==> src/rtl/grayscale_dma_ctrl.sv <==
// RGB565-to-grayscale DMA sequencer driven over the custom-instruction bus.
// Optional completion interrupt output: define GRAYSCALE_DMA_IRQ_EN.
module grayscale_dma_ctrl #(
    parameter logic [7:0] customInstructionId = 8'd0
) (
    input  logic        clock,
    input  logic        reset,
    input  logic        start,
    input  logic [31:0] valueA,
    input  logic [31:0] valueB,
    input  logic [7:0]  isId,
    output logic        done,
    output logic [31:0] result,
    output logic        mem_req,
    output logic        mem_we,
    output logic [31:0] mem_addr,
    output logic [31:0] mem_wdata,
`ifdef GRAYSCALE_DMA_IRQ_EN
    output logic        irq,
`endif
    input  logic [31:0] mem_rdata,
    input  logic        mem_ack
);

    typedef enum logic [1:0] {
        ST_IDLE = 2'd0,
        ST_RD0  = 2'd1,
        ST_RD1  = 2'd2,
        ST_WR   = 2'd3
    } state_t;

    state_t      state_q;
    logic [31:0] src_q;
    logic [31:0] dst_q;
    logic [15:0] cnt_q;
    logic        done_flag_q;
    logic        abort_q;
    logic [31:0] w0_q;

    logic        s_sel_s;
    logic [2:0]  op_s;
    logic        busy_s;
    logic        op_src_s;
    logic        op_dst_s;
    logic        op_cnt_s;
    logic        go_s;
    logic        abort_s;
    logic [31:0] gray_s;
    logic        unused_valuea_s;

    // Luma from one RGB565 halfword whose bytes arrive swapped; truncating fixed point.
    function automatic logic [7:0] luma(input logic [15:0] h);
        logic [13:0] r;
        logic [13:0] g;
        logic [13:0] b;
        logic [13:0] acc;
        r   = {8'd0, h[7:3], 1'b0};
        g   = {8'd0, h[2:0], h[15:13]};
        b   = {8'd0, h[12:8], 1'b0};
        acc = 14'd54 * r + 14'd183 * g + 14'd19 * b;
        return acc[13:6];
    endfunction

    assign s_sel_s  = start && (isId == customInstructionId);
    assign op_s     = valueA[2:0];
    assign busy_s   = (state_q != ST_IDLE);
    assign op_src_s = s_sel_s && (op_s == 3'd0) && !busy_s;
    assign op_dst_s = s_sel_s && (op_s == 3'd1) && !busy_s;
    assign op_cnt_s = s_sel_s && (op_s == 3'd2) && !busy_s;
    assign go_s     = s_sel_s && (op_s == 3'd3) && !busy_s;
    assign abort_s  = s_sel_s && (op_s == 3'd5) && busy_s;
    assign gray_s   = {luma(w0_q[31:16]), luma(w0_q[15:0]),
                       luma(mem_rdata[31:16]), luma(mem_rdata[15:0])};
    assign done     = s_sel_s;
    assign unused_valuea_s = ^valueA[31:3];

    // CI result mux: only GO-while-busy and STAT return non-zero data.
    always_comb begin
        result = 32'd0;
        if (s_sel_s) begin
            case (op_s)
                3'd3:    result = {31'd0, busy_s};
                3'd4:    result = {busy_s, done_flag_q, 14'd0, cnt_q};
                default: result = 32'd0;
            endcase
        end else begin
            result = 32'd0;
        end
    end

    // Sequencer FSM with registered bus outputs and CI register file.
    always_ff @(posedge clock or negedge reset) begin
        if (!reset) begin
            state_q     <= ST_IDLE;
            src_q       <= 32'd0;
            dst_q       <= 32'd0;
            cnt_q       <= 16'd0;
            done_flag_q <= 1'b0;
            abort_q     <= 1'b0;
            w0_q        <= 32'd0;
            mem_req     <= 1'b0;
            mem_we      <= 1'b0;
            mem_addr    <= 32'd0;
            mem_wdata   <= 32'd0;
        end else begin
            if (abort_s) begin
                abort_q <= 1'b1;
            end
            case (state_q)
                ST_IDLE: begin
                    if (op_src_s) src_q <= {valueB[31:2], 2'b00};
                    if (op_dst_s) dst_q <= {valueB[31:2], 2'b00};
                    if (op_cnt_s) cnt_q <= valueB[15:0];
                    if (go_s) begin
                        if (cnt_q == 16'd0) begin
                            done_flag_q <= 1'b1;
                        end else begin
                            done_flag_q <= 1'b0;
                            state_q     <= ST_RD0;
                            mem_req     <= 1'b1;
                            mem_we      <= 1'b0;
                            mem_addr    <= src_q;
                        end
                    end
                end
                ST_RD0: begin
                    if (mem_ack) begin
                        if (abort_q) begin
                            state_q <= ST_IDLE;
                            mem_req <= 1'b0;
                            abort_q <= 1'b0;
                        end else begin
                            w0_q     <= mem_rdata;
                            src_q    <= src_q + 32'd4;
                            mem_addr <= src_q + 32'd4;
                            state_q  <= ST_RD1;
                        end
                    end
                end
                ST_RD1: begin
                    if (mem_ack) begin
                        if (abort_q) begin
                            state_q <= ST_IDLE;
                            mem_req <= 1'b0;
                            abort_q <= 1'b0;
                        end else begin
                            src_q     <= src_q + 32'd4;
                            mem_we    <= 1'b1;
                            mem_addr  <= dst_q;
                            mem_wdata <= gray_s;
                            state_q   <= ST_WR;
                        end
                    end
                end
                ST_WR: begin
                    if (mem_ack) begin
                        mem_we <= 1'b0;
                        if (abort_q) begin
                            state_q <= ST_IDLE;
                            mem_req <= 1'b0;
                            abort_q <= 1'b0;
                        end else begin
                            dst_q <= dst_q + 32'd4;
                            cnt_q <= cnt_q - 16'd1;
                            if (cnt_q == 16'd1) begin
                                // A same-cycle ABORT loses to normal completion.
                                state_q     <= ST_IDLE;
                                mem_req     <= 1'b0;
                                done_flag_q <= 1'b1;
                                abort_q     <= 1'b0;
                            end else begin
                                state_q  <= ST_RD0;
                                mem_addr <= src_q;
                            end
                        end
                    end
                end
                default: begin
                    state_q <= ST_IDLE;
                    mem_req <= 1'b0;
                    mem_we  <= 1'b0;
                end
            endcase
        end
    end

`ifdef GRAYSCALE_DMA_IRQ_EN
    logic final_wr_s;
    assign final_wr_s = (state_q == ST_WR) && mem_ack && !abort_q && (cnt_q == 16'd1);

    // Completion interrupt: set by the final write, cleared by STAT or GO.
    always_ff @(posedge clock or negedge reset) begin
        if (!reset) begin
            irq <= 1'b0;
        end else if (final_wr_s) begin
            irq <= 1'b1;
        end else if (s_sel_s && ((op_s == 3'd3) || (op_s == 3'd4))) begin
            irq <= 1'b0;
        end else begin
            irq <= irq;
        end
    end
`endif

endmodule

==> config.mk <==
export PLATFORM = sky130hd
export DESIGN_NAME = grayscale_dma_ctrl
export DESIGN_NICKNAME = d
export VERILOG_FILES = /design/src/rtl/grayscale_dma_ctrl.sv
export SDC_FILE = /design/constraint.sdc
export NUM_CORES = 1
export LEC_CHECK = 0
export CORE_ASPECT_RATIO = 0.8
export CORE_MARGIN = 2
export CORE_UTILIZATION = 45
export CTS_BUF_LIST = sky130_fd_sc_hd__clkbuf_8
export DETAILED_ROUTE_END_ITERATION = 8
export GPL_ROUTABILITY_DRIVEN = 0
export GPL_TIMING_DRIVEN = 0
export PLACE_DENSITY = 0.69
export SYNTH_ARGS = -nofsm -noshare
export SYNTH_HDL_FRONTEND = slang
export SYNTH_SLANG_ARGS = --single-unit
export TNS_END_PERCENT = 1
==> constraint.sdc <==
create_clock -name clock -period 5.5 [get_ports clock]
set_input_delay 1.1 -clock clock [delete_from_list [all_inputs] [get_ports clock]]
set_output_delay 1.1 -clock clock [all_outputs]
set_load 0.05 [all_outputs]
==> flow_summary_export.csv <==
group,metric,value,unit
yosys,synthArstFlopShare,1.00,
drt,first_iter_violations,1765,
sta,finalCriticalPeriod,5.55,ns
die,coreArea,40700,um^2
sta,setup_viol,4,
layout,area_delta_synth_final,20.1,%
layout,nets,2778,
critical_path,worstReg2RegStart,"w0_q[6]",
critical_path,path_max_fanout,5,
sta,timing.fmax,180,MHz
clock_network,clk_latency,0.54,ns
yosys,synth_commonest_cells,"inv_1 (296), ha_1 (250), dfrtp_1 (176), a21oi_1 (149), fa_1 (140)",
layout,antenna_cells,0,
drt,drc,0,
global_route,grt_util_all_layers,0.266,
drt,routed_wl,56700,um
die,die_y,186,um
die,die_w,231,um
clock_network,path_clk_slew,0.11,ns
critical_path,critPathLaunchType,"input port",
clock_network,cts_tree,"done",
layout,drive_above_1_share,0.121,
sta,max_slew_margin,0.365,
layout,seq_area,4410,um^2
yosys,yosys-top-cells-area,"dfrtp_1 (24%), ha_1 (17%), fa_1 (15%)",
global_route,antenna_found_initial,0,
critical_path,startpoint,"mem_rdata[7]",
critical_path,worst_setup_path_end_kind,"flop",
drt,drt-wirelength-per-cell,20.0,um
die,num_rows,66,
drt,vias,16502,
sta,tightest_slew,0.953,ns
clock_network,root_buffer,"clkbuf_8",
critical_path,reg2reg_setup_slack,0.02,ns
run_status,outcome,"finished, violations left",
yosys,synth.cell_area,18600,um^2
yosys,yosysMostFrequentCell,"inv_1",
clock_network,cts-hold-fix-buffers,0,
layout,multiInputGateArea,13500,um^2
hold_path,hold_class,"in -> async",
yosys,ys_types,82,
critical_path,required,5.89,ns
yosys,syn_area_per_cell,9.01,um^2
layout,num-fill-cells,3594,
clock_network,cts_sinks,176,
critical_path,crit_end,"mem_wdata[5]",
placement,dpl.hpwl,44400,um
critical_path,r2r_cells,20,
yosys,syn_inst,2067,
die,io_pins,207,
sta,rsz0062_at_grt,"true",
yosys,ys_seq_elements,176,
yosys,synth_top_cell_area_share,0.237,
clock_network,cts_buffers,17,
yosys,ys_seq_area_frac,0.237,
global_route,grt_pass1_wl,88700,um
yosys,synth_warnings,0,
global_route,grt_pass1_vias,16214,
placement,portBuffers,160,
critical_path,r2r-end,"mem_wdata[21]",
drt,antenna_left,0,
sta,fin_ws,-0.0497,ns
sta,clock_skew,0.0172,ns
global_route,grt_max_degree,118,
sta,slew_violations,0,
clock_network,cts_max_level,4,
drt,first_pass_iters,9,
critical_path,timing.setup.critical_path_class,"in -> reg",
run,maxCapViolCount,0,
critical_path,crit_arrival,5.94,ns
die,start_util,0.457,
global_route,overflow,0,
sta,fin_crit_sh,1.01,
yosys,ys.flop_type,"dfrtp_1",
yosys,synth_edf_count,0,
sta,tns,-0.143,ns
yosys,synth_top_area_cell,"dfrtp_1",
clock_network,clockBufferDepth,2,
run_status,violations,"setup timing",
drt,vias_per_cell,5.82,
die,dieArea,43000,um^2
sta,report.final.hold_viol_count,0,
logic make-up (layout without fill, tap and decap cells):
logic type | count (synthesis) | in the layout | share of synthesized area
compound gates | 512 | 512 | 0.171
xor+xnor | 68 | 68 | 0.0320
fa+ha+maj | 390 | 390 | 0.319
buf+inv | 411 | 622 | 0.0882
flops | 176 | 176 | 0.237
mux | 35 | 35 | 0.0205
other cells | 1 | 16 | 0.000201
simple gates | 474 | 474 | 0.133
flip-flops by register name, indices dropped and copies added (netlist names):
name         cells
abort_q          1
mem_we           1
mem_wdata       32
dst_q           30
w0_q            32
src_q           30
done_flag_q      1
cnt_q           16
mem_req          1
state_q          2
mem_addr        30
routing by layer:
layer | GRT usage | share of wire
met1 | 0.378 | 0.45
met2 | 0.379 | 0.42
met3 | 0.0996 | 0.11
met4 | 0.0671 | 0.019
met5 | 0 | 0
cells in the final DEF (no fill, tap or decap), types with 42 or more instances in the layout:
master / n
a21oi_1: 134
clkbuf_1: 65
clkdlybuf4s50_1: 141
dfrtp_1: 172
fa_1: 138
ha_1: 210
inv_1: 283
nand2_1: 130
nand3_1: 55
nor2_1: 80
nor3_1: 42
o21ai_0: 118
worst max-delay path, stage by stage:
cell	delay [ns]
buf_4	0.14
ha_4	0.26
inv_2	0.03
fa_1	0.49
ha_4	0.30
ha_4	0.20
and3b_1	0.17
o21a_1	0.21
or2_4	0.23
fa_1	0.55
fa_2	0.46
fa_1	0.48
inv_1	0.06
ha_4	0.16
or3_4	0.32
or2_4	0.24
a221o_1	0.31
xnor2_1	0.13
o21ai_1	0.07
layout make-up:
type | instances | area share
clock inverter | 13 | 0.00565
buffer | 112 | 0.0232
inverter | 299 | 0.0510
tap | 544 | 0.0304
clock buffer | 19 | 0.0117
timing repair buffer | 179 | 0.0784
sequential | 176 | 0.197
multi-input combinational | 1495 | 0.602
what timing repair did:
action	CTS	global route
pin swaps	52	43
setup buffers	16	2
setup endpoints to repair	23	20
resized for setup	128	72
stage by stage:
stage                     std cells  area, um^2  hold slack (ns)  setup WS (ns)  utilization
after floorplan                2082       18800            0.456         -0.373            -
after global placement         2786       21100            0.468          -4.29        0.518
after detailed placement       2787       21100            0.476          -1.46        0.518
after CTS                      2835       22000            0.490        -0.0248        0.541
after global routing           2837       22400            0.507         -0.207        0.549
final                          2837       22400            0.484        -0.0497        0.549
how the worst min path moves through the flow:
| stage | slack, ns | start | endpoint |
|---|---|---|---|
| final | 0.48 | reset | mem_wdata[6] |
| after global routing | 0.51 | reset | mem_wdata[6] |
| after CTS | 0.49 | reset | mem_wdata[13] |
| after detailed placement | 0.48 | mem_wdata[21] | mem_wdata[21] |
| after global placement | 0.47 | mem_wdata[25] | mem_wdata[25] |
| after floorplan | 0.46 | dst_q[31] | dst_q[31] |
Power is not shown: default switching activity piles up to over one toggle a cycle in this logic, so the estimate is an artifact.
